$ cat src/rtl/rom8_serial_writer.sv
// 256x1 register-file memory loaded by 9-bit serial frames {addr[7:0], data},
// with a combinational read port and a clear sweep after reset or on request.
module rom8_serial_writer #(
    parameter logic        INIT_VALUE = 1'b0,
    parameter int unsigned MSB_FIRST  = 1
) (
    input  logic       CLK,
    input  logic       RESETN,
    input  logic       SEN,
    input  logic       SDI,
    input  logic       CLR,
    input  logic [7:0] RADDR,
    output logic       RDATA,
    output logic       BUSY,
    output logic       WDONE,
    output logic       FRAME_ERR
);

    typedef enum logic [1:0] {
        S_CLEAR,
        S_IDLE,
        S_SHIFT
    } state_t;

    state_t     r_state;
    logic [7:0] r_sweep_addr;
    logic [3:0] r_count;
    logic [7:0] r_shift;
    logic       r_busy;
    logic       r_wdone;
    logic       r_frame_err;
    logic       r_mem [0:255];

    logic [7:0] w_shift_next;
    logic [7:0] w_frame_addr;
    logic       w_frame_data;
    logic       w_commit;
    logic       w_we;
    logic [7:0] w_waddr;
    logic       w_wdata;

    // The 9th bit is taken straight from SDI so the write lands on the same edge it is sampled.
    always_comb begin
        if (MSB_FIRST != 0) begin
            w_shift_next = {r_shift[6:0], SDI};
            w_frame_addr = r_shift;
            w_frame_data = SDI;
        end else begin
            w_shift_next = {SDI, r_shift[7:1]};
            w_frame_addr = {SDI, r_shift[7:1]};
            w_frame_data = r_shift[0];
        end
    end

    assign w_commit = (r_state == S_SHIFT) && SEN && (r_count == 4'd8);

    always_comb begin
        w_we    = 1'b0;
        w_waddr = '0;
        w_wdata = 1'b0;
        if (r_state == S_CLEAR) begin
            w_we    = 1'b1;
            w_waddr = r_sweep_addr;
            w_wdata = INIT_VALUE;
        end else if (w_commit) begin
            w_we    = 1'b1;
            w_waddr = w_frame_addr;
            w_wdata = w_frame_data;
        end
    end

    always_ff @(posedge CLK) begin
        if (w_we) begin
            r_mem[w_waddr] <= w_wdata;
        end
    end

    assign RDATA = r_mem[RADDR];

    always_ff @(posedge CLK or negedge RESETN) begin
        if (!RESETN) begin
            r_state      <= S_CLEAR;
            r_sweep_addr <= '0;
            r_count      <= '0;
            r_shift      <= '0;
            r_busy       <= 1'b1;
            r_wdone      <= 1'b0;
            r_frame_err  <= 1'b0;
        end else begin
            r_wdone     <= 1'b0;
            r_frame_err <= 1'b0;
            case (r_state)
                S_CLEAR: begin
                    r_sweep_addr <= r_sweep_addr + 8'd1;
                    if (r_sweep_addr == 8'hFF) begin
                        r_state <= S_IDLE;
                        r_busy  <= 1'b0;
                    end
                end
                S_IDLE: begin
                    if (CLR) begin
                        r_state      <= S_CLEAR;
                        r_sweep_addr <= '0;
                        r_busy       <= 1'b1;
                    end else if (SEN) begin
                        r_shift <= w_shift_next;
                        r_count <= 4'd1;
                        r_state <= S_SHIFT;
                    end
                end
                S_SHIFT: begin
                    if (!SEN) begin
                        r_frame_err <= 1'b1;
                        r_count     <= '0;
                        r_state     <= S_IDLE;
                    end else if (r_count == 4'd8) begin
                        r_wdone <= 1'b1;
                        r_count <= '0;
                        r_state <= S_IDLE;
                    end else begin
                        r_shift <= w_shift_next;
                        r_count <= r_count + 4'd1;
                    end
                end
                default: begin
                    r_state      <= S_CLEAR;
                    r_sweep_addr <= '0;
                    r_busy       <= 1'b1;
                end
            endcase
        end
    end

    assign BUSY      = r_busy;
    assign WDONE     = r_wdone;
    assign FRAME_ERR = r_frame_err;

endmodule
$ cat config.mk
export PLATFORM = sky130hd
export DESIGN_NAME = rom8_serial_writer
export DESIGN_NICKNAME = d
export VERILOG_FILES = /design/src/rtl/rom8_serial_writer.sv
export SDC_FILE = /design/constraint.sdc
export NUM_CORES = 1
export LEC_CHECK = 0
export CORE_UTILIZATION = 50
export CTS_CLUSTER_DIAMETER = 120
export CTS_CLUSTER_SIZE = 30
export DETAILED_ROUTE_END_ITERATION = 6
export GPL_TIMING_DRIVEN = 1
export PLACE_DENSITY = 0.66
export SLEW_MARGIN = 20
export SYNTH_ARGS = -nofsm -noshare
export SYNTH_HDL_FRONTEND = slang
export SYNTH_SLANG_ARGS = --single-unit
$ cat constraint.sdc
create_clock -name CLK -period 7 [get_ports CLK]
set_input_delay 1.4 -clock CLK [delete_from_list [all_inputs] [get_ports CLK]]
set_output_delay 1.4 -clock CLK [all_outputs]
set_load 0.01 [all_outputs]
; ---- Word-level counts from Yosys, hierarchy flattened
; Memory sizes are Yosys's and may differ from the RTL's.
; Cells that the tools add are included.
[totals]
ff_bits = 25
ramBits = 256
inputBits = 13
output_inout_bits = 4
word_cells = 66
n_memories = 1
[mem_list]
columns = memory, words, width, rd, rd_clocked_by_memory_dff, wr, line_no
row1 = r_mem, 256, 1, 1, 0, 1, 32  ; logic r_mem [0:255];
[op_classes]
addsub = 2
eq_ne = 12
n_mux = 34
bitwise = 1
n_reduce_logical = 9
[op_table]
columns = op, n
row1 = 2-to-1 mux 8 bit, 7
row2 = one-hot mux 8 bit (3 select lines), 1
row3 = 2-to-1 mux 4 bit, 4
row4 = one-hot mux 8 bit (2 select lines), 1
row5 = 2-to-1 mux 1 bit, 13
row6 = 2-to-1 mux 2 bit, 5
row7 = inequality test 2 bit (second input constant), 5
row8 = AND reduction 3 bit, 3
row9 = adder 8 x 1 -> 8 bit (second input constant), 1
row10 = equality test 8 bit (second input constant), 1
row11 = one-hot mux 4 bit (2 select lines), 1
row12 = one-hot mux 2 bit (3 select lines), 1
row13 = AND reduction 5 bit, 1
row14 = adder 4 x 1 -> 4 bit (second input constant), 1
row15 = equality test 4 bit (second input constant), 1
row16 = inequality test 3 x 2 -> 1 bit (second input constant), 1
row17 = inequality test 3 bit (second input constant), 1
row18 = one-hot mux 1 bit (3 select lines), 1
row19 = equality test 2 x 1 -> 1 bit (second input constant), 1
row20 = equality test 2 bit (second input constant), 1
row21 = logical AND 1 bit, 2
row22 = zero test 2 bit, 1
row23 = inequality test 2 x 1 -> 1 bit (second input constant), 1
row24 = AND reduction 2 bit, 1
row25 = 2 further kinds, 2

; ---- Longest topological paths before layout
; Gate-level depths: netlist of run 1.
[logic_depth]
ltp_word = 7
depth_mapped = 12
ltp_nobuf = 9

; ---- Worst setup path after synthesis of run 1
; No wires, ideal clock.
[synth_timing]
path_type = input to register
from = input SEN
to = memory r_mem[0] (data pin)
setup_time_ps = 875
t_arrival_ps = 5141
required_time_ps = 6125
setup_slack_ps = 984
stages = 4
n_path_buf = 2
cell_sequence = buf_4 -> and3b_1 -> buf_4 -> and3_1
[synth_via]
elab_chain_len = 4
[synth_rtl]
columns = element, line_no
row1 = "start, declared", 9  ; input logic SEN,
row2 = logical AND 1 bit (2 in a row), 55  ; assign w_commit = (r_state == S_SHIFT) && SEN && (r_count == 4'd8);
row3 = 2-to-1 mux 1 bit, 65  ; end else if (w_commit) begin
row4 = 2-to-1 mux 1 bit, 61  ; if (r_state == S_CLEAR) begin
row5 = net w_wdata, 40  ; logic w_wdata;
row6 = "end, declared", 32
; The timed path passes the listed nets, and every way through them passes these cells.

; ---- Worst setup path in the final report of run 1
[layout_timing]
from = input RADDR[3]
to = output RDATA
[layout_via]
elab_chain_len = 1
[layout_rtl]
columns = element, line_no
row1 = "start, declared", 12  ; input logic [7:0] RADDR,
row2 = memory (256 x 1 bit), n/a
row3 = "end, declared", 13  ; output logic RDATA,
; Every way passes these cells.

==> reports/results.ini, run 1 <==
[grt]
antenna_found_initial=0
overflow=0
track_usage_pct=21.8
grt_max_degree=144
grt_pass1_vias=7352
grt_pass1_wl_mm=43.1

[cts]
clk_latency_ns=0.50
cts_sinks=281
hold_buffers=0
cts_setup_buffers=0
htreeDepth=1
cts_resized=0
clkSlewWorstSetupHoldPaths_ns=0.11
cts_tree=done
root_buffer=clkbuf_16
cts-buffers-inserted=13
cts.path.max_buffers=3

[drt]
drtPass1Iterations=5
antenna_left=0
wl_per_cell_um=21.8
via_per_inst=5.91
dr_total_vias=7493
drcViolationCount=0
first_iter_violations=660
wirelength_mm=27.6

[synthesis]
async_reset_ff_share_pct=8.90
avgSynthCellArea_sq_um=13.3
ys_seq_elements=281
synthFlopType=edfxtp_1
netlist_instances=960
ys_seq_area_share_pct=64.9
synth_edf_count=256
syn_area_sq_um=12800
synth.distinct_cells=61
yosys_warnings=0
synth_fp_nets=976

[outcome]
status=finished clean

[critical_path]
cpPeakStageDelay_ns=0.81
cp-end-kind=output pin
crit_arrival_ns=4.54
startpoint_type=primary input
crit_top_cell=clkdlybuf4s50_1
worstSetupPathType=primary input to output pin
worstPathRequired_ns=5.60
cp_slowest_cell=clkdlybuf4s50_1
crit_path_max_fanout=12
crit_chain=clkdlybuf4s50_1, nand3b_1, o22ai_1, nor3_1, a2111oi_0, a311oi_1, a22oi_1, clkdlybuf4s50_1

[finish]
fin_cells=1268
area_growth_pct=4.91
final_nets=952
drive_above_1_share_pct=11.5
n_antenna_cell=0

[job]
maxCapViolCount=0

[timing]
max_freq_mhz=168
setup_viol=0
hold_viol=0
whs_ns=0.493
worst_pin_slew_ns=0.950
post-route-period-util_pct=84.8
finalClockSkew_ns=0.0216
final.setup.tns_ns=0
slew_viol_final=0
rsz0062_at_grt=false
fin_crit_ns=5.94
slew_headroom_pct=36.5

[place]
dp_cells=1250
hpwl_mm=16.7
gp_congestion=0.804
portBuffers=16

[floorplan]
core_sq_um=25200
initial_core_util_pct=50.9
die-area_sq_um=26300
rows=58
ios=17
fp.dieW_um=162
die-height_um=162

[power]
ir_worst_vdd_uv=222
p_per_area_nw_per_um2=247
p_leak_nw=4.15

[min_path]
hp-class=flip-flop to flip-flop

==> layout by cell type (no fill, tap or decap), types with 3 or more instances in the layout <==
master,n
a22oi_1,3
mux4_2,42
and3_1,4
buf_4,13
a2111oi_0,3
o21a_1,5
o22a_1,7
clkbuf_1,3
nand3_1,3
nand3b_1,5
a22o_1,3
nor3_1,3
mux2i_1,57
clkdlybuf4s50_1,14
o21ai_0,26
o22ai_1,15
dfrtp_1,24
nor2_1,283
ha_1,3
and2_1,3
edfxtp_1,256
a211oi_1,3
inv_1,9
a31o_2,4
a32oi_1,6
clkbuf_16,13
a21oi_1,4
o21ai_2,3
o2111ai_1,3
o211ai_1,3
nand2_4,5
a31oi_1,6
nand2_1,54
nand2_2,9
==> sequential cells by signal (all words and copies together) (netlist names) <==
register and cells:
BUSY 1, r_state 2, r_shift 8, r_mem 256, WDONE 1, r_sweep_addr 8, FRAME_ERR 1, r_count 4
==> final cells by class <==
cell class              count  area [sq um]
fillers                  2100         11700
flip-flops and latches    281          8310
multi-input cells         600          4020
well taps                 330           413
clock buffers              16           337
repair buffers             29           285
inverters                  11          43.8
clock inverters             1          20.0
==> logic make-up (layout without fill, tap and decap cells) <==
| family | count (synthesis) | count (layout) | share of synthesized area, % |
|---|---|---|---|
| adders and majority gates | 3 | 3 | 0.293 |
| AOI/OAI and AO/OA | 113 | 113 | 6.68 |
| and+or+nand+nor | 383 | 383 | 12.4 |
| buffers and inverters | 79 | 57 | 3.70 |
| DFF | 281 | 281 | 64.9 |
| muxes | 101 | 101 | 12.0 |
==> path summary, 6_finish.rpt <==
kind                                 start         endpoint  slack (ns)  cells past startpoint
worst min-delay path            r_count[3]       r_count[3]        0.49                      1
worst max-delay path              RADDR[3]            RDATA        1.06                      8
max in group asynchronous           RESETN             BUSY        5.43                      2
worst min register to register  r_count[3]       r_count[3]        0.49                      1
worst max register to register  r_count[0]       r_mem[196]        3.96                      9
min in group asynchronous           RESETN  r_sweep_addr[4]        1.25                      2
==> critical path: cells and delay by family <==
kind,cells,cell delay [ns]
buffers and inverters,2,1.40
AND/OR/NAND/NOR,2,0.61
AO/OA/AOI/OAI,4,1.12
==> stage by stage <==
step                      util [%]  setup slack [ns]  instance area [sq um]  power, mW
after detailed placement      51.8              1.01                  13100       2.49
after floorplan                  -             0.984                  12800       2.32
final                         53.4              1.06                  13400       3.32
after global routing          53.4             0.739                  13400       3.44
after CTS                     53.2              1.01                  13400       3.34
after global placement        51.8              1.05                  13100       2.49
==> per-layer routing <==
metal | share of wire, % | track usage (%) | vias to the layer above
met5 | 0 | 0 | -
met1 | 43 | 30.2 | 3845
met3 | 5.0 | 2.73 | 27
met2 | 50 | 37.3 | 168
li1 | - | - | 3453
met4 | 1.4 | 4.20 | 0
==> power by group <==
group          internal (mW)  leakage, nW  switching (mW)
Clock                  0.353        0.174           0.512
Sequential              1.86         2.54          0.0771
Combinational          0.154         1.44           0.358
==> Yosys cell counts, drive strengths merged (6+ instances only) <==
cell type  instances  area (sq um)
nor2             283          1060
edfxtp           256          7690
nand2             68           315
mux2i             57           571
buf               54           378
mux4              42           946
o21ai             31           166
dfrtp             24           601
o22ai             18           139
clkbuf            14          52.6
inv               10          40.0
o22a               7          61.3
a21oi              6          45.1
a31oi              6          37.5
a32oi              6          52.6
Note: power is estimated with default switching activity, not from simulation.
==> inputs of run 2 (changes only) <==
PLACE_DENSITY = 0.68   (was 0.66)
clock period = 4.9 ns   (was 7 ns; I/O delays follow)
==> reports/results.ini, run 2 (synthesis gave the netlist of run 1 again) <==
[outcome]
status=finished clean

[power]
p_leak_nw=4.25  ; +2.4%
clkPwrFrac_pct=26.3  ; +0.2 points
p_per_area_nw_per_um2=351  ; +42%
p_int_mw=3.40  ; +44%
p_sw_mw=1.36  ; +44%
combPwrFrac_pct=15.6  ; about the same
pwr-share-seq_pct=58.1  ; -0.4 points
ir_worst_vdd_uv=275  ; +24%
swShare_pct=28.6  ; +0.033 points
p_total_mw=4.77  ; +44%

[cts]
cts_tree=done
hold_buffers=0  ; unchanged
cts-buffers-inserted=13  ; unchanged
cts_sinks=281  ; unchanged
cts.path.max_buffers=3  ; unchanged
clkSlewWorstSetupHoldPaths_ns=0.11  ; about the same
clk_latency_ns=0.51  ; about the same
root_buffer=clkbuf_16
htreeDepth=1  ; unchanged

[timing]
whs_ns=0.497  ; +0.00459 ns
post-route-period-util_pct=96.0
fin_crit_ns=4.70
rsz0062_at_grt=false
finalClockSkew_ns=0.0212  ; -0.000421 ns
final.setup.tns_ns=0  ; unchanged
worst_slack_ns=0.197  ; -0.864 ns
max_freq_mhz=213
worst_pin_slew_ns=0.880  ; -0.0698 ns
hold_viol=0  ; unchanged
slew_headroom_pct=41.2  ; +4.7 points
setup_viol=0  ; unchanged
slew_viol_final=0  ; unchanged

[grt]
track_usage_pct=22.2  ; +0.37 points
antenna_found_initial=1  ; +1
grt_pass1_vias=7501  ; +2.0%
grt_pass1_wl_mm=43.9  ; +2.0%
overflow=0  ; unchanged
grt_max_degree=84  ; -42%

[drt]
wl_per_cell_um=21.9  ; +0.54%
drcViolationCount=0  ; unchanged
drtPass1Iterations=5  ; unchanged
dr_total_vias=7688  ; +2.6%
antenna_left=0  ; unchanged
wirelength_mm=28.2  ; +2.1%
via_per_inst=5.97  ; +1.0%
first_iter_violations=758  ; +15%

[floorplan]
ios=17  ; unchanged
die-area_sq_um=26300  ; unchanged
fp.dieW_um=162  ; unchanged
initial_core_util_pct=50.9  ; unchanged
rows=58  ; unchanged
core_sq_um=25200  ; unchanged
die-height_um=162  ; unchanged

[critical_path]
worstPathRequired_ns=3.92  ; -1.68 ns
ff2ff_path_depth=10  ; +1
cp-end-kind=output pin
crit_arrival_ns=3.72  ; -0.82 ns
worstSetupPathType=primary input to output pin
crit_path_max_fanout=10  ; -2
startpoint_type=primary input

[finish]
area_growth_pct=6.20
fill_cells=2087  ; -0.62%
multi_input_area_sq_um=4030  ; about the same
final_nets=969  ; +1.8%
largest_reg_flops=256  ; unchanged
layout_common_cells=283 x nor2_1, 256 x edfxtp_1, 57 x mux2i_1, 54 x nand2_1, 42 x mux4_2
finish.utilization_pct=54.0  ; +0.66 points
regMostFlops=r_mem
largestRegisters=r_mem: 256 flops, r_shift: 8 flops, r_sweep_addr: 8 flops
final_common_cell=nor2_1
seq_area_sq_um=8310  ; unchanged
drive_above_1_share_pct=13.3  ; +1.8 points

[min_path]
hp-class=flip-flop to flip-flop
whs_path_depth=1  ; unchanged

[place]
hpwl_mm=17.7  ; +6.3%
dp_slack_ns=0.0275  ; -0.979 ns
portBuffers=16  ; unchanged
gp_congestion=0.838  ; +4.2%

[job]
maxCapViolCount=0  ; unchanged

[run 2: repair_timing]
| action | 4_1_cts | 5_1_grt |
|---|---|---|
| resized for setup | 0 | 2 |
| endpoints found under the setup margin | 0 | 1 |
| setup buffers | 0 | 1 |
[run 2: stage by stage]
stage | area, sq um | cells
5_1_grt | 13600 | 1288
4_1_cts | 13600 | 1286
3_3_place_gp | 13200 | 1267
6_report | 13600 | 1288
3_5_place_dp | 13200 | 1267
2_1_floorplan | 12800 | 960
[run 2: layout make-up]
class	instances	share of cell area (%)
repair buffers	46	3.18
multi-input cells	600	29.6
clock buffers	17	2.50
clock inverters	2	0.212
inverters	11	0.322
well taps	330	3.04
diodes	1	0.0184
flip-flops and latches	281	61.1
[run 2: worst paths after layout]
kind                                  from         endpoint  slack (ns)
worst min-delay path            r_count[3]       r_count[3]        0.50
worst max register to register  r_count[0]       r_mem[148]        1.84
min in group asynchronous           RESETN  r_sweep_addr[3]        0.83
worst max-delay path              RADDR[2]            RDATA        0.20
worst min register to register  r_count[3]       r_count[3]        0.50
max in group asynchronous           RESETN             BUSY        3.77
[run 2: power groups by stage]
stage / logic [mW] / clock network, mW / registers, mW
CTS: 0.752 / 1.27 / 2.77
floorplan: 0.530 / 0 / 2.79
finish: 0.746 / 1.25 / 2.77
global route: 0.814 / 1.34 / 2.78
detailed placement: 0.751 / 0 / 2.82
global placement: 0.741 / 0 / 2.82
[run 2: layer usage]
metal  GRT usage, %  vias to the layer above  routed length, um  share of wire [%]
li1               -                     3490                  -                  -
met1           31.2                     3910              11900                 42
met2           37.3                      265              13900                 49
met3           2.71                       23               1850                6.6
met4           4.55                        0                444                1.6
met5              0                        -                  0                  0
[run 2: critical path, stage by stage]
cell and delay, ns:
clkdlybuf4s50_1 0.59, or3b_4 0.49, o22ai_1 0.16, nor3_1 0.06, a2111oi_0 0.43, a311oi_1 0.13
a22oi_1 0.28, clkdlybuf4s50_1 0.59
==> inputs of run 3 (changes only) <==
clock period = 3.9 ns   (was 4.9 ns; I/O delays follow)
==> reports/results.ini, run 3 (synthesis gave the netlist of run 1 again) <==
[finish]
postLayoutCellArea_sq_um=14000  ; +2.8%
n_antenna_cell=0  ; -1
largest_reg_flops=256  ; unchanged
layout_common_cells=283 x nor2_1, 256 x edfxtp_1, 65 x buf_4, 57 x mux2i_1, 54 x nand2_1
largestRegisters=r_mem: 256 flops, r_shift: 8 flops, r_sweep_addr: 8 flops
final_common_cell=nor2_1
finish.utilization_pct=55.5  ; +1.5 points
drive_above_1_share_pct=17.5  ; +4.2 points
fin_cells=1327  ; +3.0%
area_growth_pct=9.17
regMostFlops=r_mem
final_nets=1011  ; +4.3%

[timing]
slew_headroom_pct=58.3  ; +17 points
final.setup.tns_ns=0  ; unchanged
finalClockSkew_ns=0.0223  ; +0.00109 ns
worst_slack_ns=0.132  ; -0.0652 ns
worst_pin_slew_ns=0.624  ; -0.256 ns
post-route-period-util_pct=96.6
setup_viol=0  ; unchanged
hold_viol=0  ; unchanged
max_freq_mhz=265
fin_crit_ns=3.77
slew_viol_final=0  ; unchanged
whs_ns=0.259  ; -0.238 ns

[critical_path]
crit_path_max_fanout=8  ; -2
worstPathRequired_ns=3.12  ; -0.80 ns
cp-end-kind=output pin
crit_arrival_ns=2.99  ; -0.73 ns
startpoint_type=primary input
worstSetupPathType=primary input to output pin

[cts]
cts.path.max_buffers=3  ; unchanged
cts_tree=done
cts_sinks=281  ; unchanged
cts-buffers-inserted=13  ; unchanged
clk_latency_ns=0.50  ; about the same
root_buffer=clkbuf_16
hold_buffers=0  ; unchanged
htreeDepth=1  ; unchanged
clkSlewWorstSetupHoldPaths_ns=0.11  ; about the same
cts_setup_buffers=0  ; unchanged

[floorplan]
fp.dieW_um=162  ; unchanged
rows=58  ; unchanged
core_sq_um=25200  ; unchanged
ios=17  ; unchanged
initial_core_util_pct=50.9  ; unchanged
die-height_um=162  ; unchanged
die-area_sq_um=26300  ; unchanged

[power]
p_leak_nw=4.46  ; +5.0%
p_per_area_nw_per_um2=429  ; +22%
p_total_mw=6.00  ; +26%
ir_worst_vdd_uv=339  ; +23%

[place]
dp_cells=1310  ; +3.4%
gp_congestion=0.842  ; +0.57%
dp_slack_ns=-0.457  ; -0.484 ns
portBuffers=16  ; unchanged
hpwl_mm=18.8  ; +5.8%
place_area_sq_um=13600  ; +2.8%

[grt]
grt_pass1_vias=7728  ; +3.0%
antenna_found_initial=0  ; -1
grt_pass1_wl_mm=44.7  ; +1.9%
track_usage_pct=22.6  ; +0.45 points
overflow=0  ; unchanged
grt_max_degree=163  ; +94%

[job]
maxCapViolCount=0  ; unchanged

[drt]
dr_total_vias=7771  ; +1.1%
via_per_inst=5.86  ; -1.9%
antenna_left=0  ; unchanged
wl_per_cell_um=21.4  ; -2.1%
drtPass1Iterations=5  ; unchanged
drcViolationCount=0  ; unchanged
wirelength_mm=28.4  ; +0.89%
first_iter_violations=765  ; +0.92%

[min_path]
hp-class=primary input to async pin

[outcome]
status=finished clean

[run 3: timing repair]
item / in CTS / in global routing
gates resized for setup: 7 / 8
setup endpoints to repair: 1 / 1
pin swaps: 1 / 2
endpoints found under the hold margin: 0 / 0
[run 3: cell type report]
| type | instances | area, sq um |
|---|---|---|
| Inverter | 11 | 43.8 |
| Timing Repair Buffer | 88 | 797 |
| Clock inverter | 1 | 20.0 |
| Multi-Input combinational cell | 600 | 4060 |
| Tap cell | 330 | 413 |
| Sequential cell | 281 | 8310 |
| Fill cell | 2100 | 11200 |
| Clock buffer | 16 | 337 |
[run 3: worst max-delay path, cell delays in order]
cell and delay, ns:
clkdlybuf4s50_1 0.54, or3b_4 0.47, buf_4 0.16, o22a_1 0.15, o2111ai_1 0.08, o41a_1 0.19
a311oi_2 0.13, a22oi_2 0.21, clkdlybuf4s15_1 0.27
[run 3: report_power, final]
group	switching (mW)	internal [mW]	leakage, nW
registers	0.138	3.34	2.54
clock network	0.897	0.633	0.174
logic	0.653	0.340	1.75
[run 3: routing by layer]
layer	global-route usage [%]	part of all wire, %
met1	31.0	43
met2	38.7	50
met3	2.89	5.5
met4	5.02	1.6
met5	0	0
[run 3: path summary, 6_finish.rpt]
kind,from,end,slack [ns],cells past startpoint
min in group CLK,r_count[3],r_count[3],0.49,1
setup reg to reg,r_count[0],r_mem[151],1.02,7
setup / recovery,RADDR[2],RDATA,0.13,9
hold / removal,RESETN,r_sweep_addr[2],0.26,1
hold reg to reg,r_count[3],r_count[3],0.49,1
max in group asynchronous,RESETN,BUSY,3.27,1
==> RTL edit (flow settings as in run 3) <==
Change the parameter `INIT_VALUE` from 1'b0 to 1'b1.
--- a/src/rtl/rom8_serial_writer.sv
+++ b/src/rtl/rom8_serial_writer.sv
@@ -3,3 +3,3 @@
 module rom8_serial_writer #(
-    parameter logic        INIT_VALUE = 1'b0,
+    parameter logic        INIT_VALUE = 1'b1,
     parameter int unsigned MSB_FIRST  = 1
Formal check against the unedited RTL: not equivalent (Yosys sat finds a counterexample within 4 cycles, from zero or initial values and one cycle with RESETN low).
==> RTL edit against run 3 <==
Worst setup slack gained 0.050 ns. Via count fell by 0.32%. Synthesized cell count rose by 0.21%. Maximum frequency is 1.4% higher. Sequential cell count did not move. Power grew 15%. Synthesized area up 0.67%. Clock skew increased by 0.0044 ns. Wire length fell by 0.40%. Design area grew 0.44%. Largest cell class unchanged.
==> RTL edit: results (changes against run 3) <==
Pwr
  • Sw frac: 0.299 (was 0.281)
  • Leakage: 4.54 nW (was 4.46 nW)
  • Worst vdd ir: 584 uV (was 339 uV)

Yosys
  • Synth unique cells: 65 (was 61)
  • Post-synth EDFFs: 256 (unchanged)
  • Commonest cells in the netlist: 282 x nor2_1, 256 x edfxtp_1, 57 x mux2i_1 (was 283 x nor2_1, 256 x edfxtp_1, 57 x mux2i_1)
  • Main synth FF type: edfxtp_1 (unchanged)
  • Post-synthesis instance total: 962 (was 960)
  • Register area share after synthesis: 0.645 (was 0.649)
  • Synth area leaders: edfxtp_1 60%, nor2_1 8.2%, mux4_2 7.3%, dfrtp_1 4.7%, mux2i_1 4.4% (was edfxtp_1 60%, nor2_1 8.3%, mux4_2 7.4%, dfrtp_1 4.7%, mux2i_1 4.5%)
  • Syn Nets: 978 (was 976)

Placed design
  • DP HPWL: 18,500 um (was 18,800 um)
  • Placed Instances: 1,305 (was 1,310)
  • GPL Wtd Cong: 0.870 (was 0.842)

STA
  • WHS: 0.249 ns (was 0.259 ns)
  • Worst clock skew: 0.0267 ns (was 0.0223 ns)
  • Slew headroom: 0.574 (was 0.583)

Drt
  • Wirelength, routed: 28,300 um (was 28,400 um)
  • Pre-Repair DR Iteration Count: 5 (unchanged)
  • Routed vias: 7,746 (was 7,771)
  • Starting DRT DRC Count: 673 (was 765)
  • Drt wl/cell: 21.4 um (about the same)

Final layout
  • Ant diodes: 0 (unchanged)
  • FILL cells: 2,110 (was 2,100)
  • Share of cells above drive strength 1: 0.178 (was 0.175)
  • Final net count: 1,006 (was 1,011)

Critical path
  • Register-to-Register Path Depth: 9 (was 7)
  • Crit. Startpoint: RADDR[3] (was RADDR[2])
  • FF-to-FF End: r_mem[109] (was r_mem[151])
  • Critical path's slowest cell: clkdlybuf4s50_1 (unchanged)
  • Setup crit end: RDATA (unchanged)
  • Critical path fanouts, max: 9 (was 8)
  • Reg2Reg Setup Slack: 1.10 ns (was 1.02 ns)
  • Critical path's largest stage delay: 0.51 ns (was 0.54 ns)

Global route
  • Total GRT Usage: 0.224 (was 0.226)
  • Largest net degree at the start of global routing: 75 (was 163)
  • First-pass GRT wire length: 44,200 um (was 44,700 um)
  • Global Route met1 Usage: 0.298 (was 0.310)
  • Met2 Use GR: 0.380 (was 0.387)
  • Initial antenna violation count: 1 (was 0)
  • GR met3 Demand/Resource: 0.0349 (was 0.0289)

Clock network
  • Max Root-Sink Buffers: 3 (unchanged)
  • Clock-pin slew on the worst setup and hold paths: 0.12 ns
  • Root buf cell: clkbuf_16 (unchanged)
  • Cts bufs inserted: 13 (unchanged)
  • Worst skew pair latency: 0.50 ns (about the same)

Status
  • Outcome: completed (unchanged)
RTL edit: critical path: cells and delay by family:
family | cells | cell delay, ns
muxes | 1 | 0.29
and+or+nand+nor | 1 | 0.17
buffers and inverters | 4 | 0.95
AOI/OAI and AO/OA | 4 | 0.75
RTL edit: final cells by class:
class                   count  area (um^2)  area share
well taps                 330          413      0.0294
inverters                  11         46.3     0.00330
flip-flops and latches    281         8310       0.592
repair buffers             82          778      0.0554
multi-input cells         601         4130       0.294
clock inverters             1         20.0     0.00143
clock buffers              16          337      0.0240
RTL edit: repair_timing:
item / 4_1_cts / 5_1_grt
pin swaps: 2 / 1
endpoints found under the setup margin: 1 / 1
setup buffers: 0 / 0
endpoints found under the hold margin: 0 / 0
gates resized for setup: 9 / 5
RTL edit: power groups by stage:
stage	Sequential [mW]	Combinational [mW]	Clock, mW
detailed placement	4.00	1.44	0
CTS	3.93	1.45	1.56
global route	3.96	1.58	1.65
global placement	4.00	1.42	0
floorplan	4.03	0.892	0
finish	3.94	1.44	1.54
RTL edit: cells by family after synthesis:
logic type / count (synthesis) / synth area share
DFF: 281 / 0.645
AOI/OAI and AO/OA: 113 / 0.0682
adders and majority gates: 3 / 0.00291
buffers and inverters: 80 / 0.0394
and+or+nand+nor: 384 / 0.125
muxes: 101 / 0.119
RTL edit: through the flow:
stage	TNS (ns)	power [mW]	worst slack, ns	instance area (um^2)
6_report	0	6.91	0.182	14000
5_1_grt	0	7.19	0.0673	14000
4_1_cts	0	6.95	0.0478	14000
3_5_place_dp	-0.431	5.44	-0.431	13600
3_3_place_gp	-0.400	5.41	-0.400	13600
2_1_floorplan	0	4.92	0.0812	12900
RTL edit: per-layer routing:
layer	wire length [um]	up-vias
met5	13	-
met4	679	2
met3	1920	44
met2	14000	238
met1	11700	3905
li1	-	3557
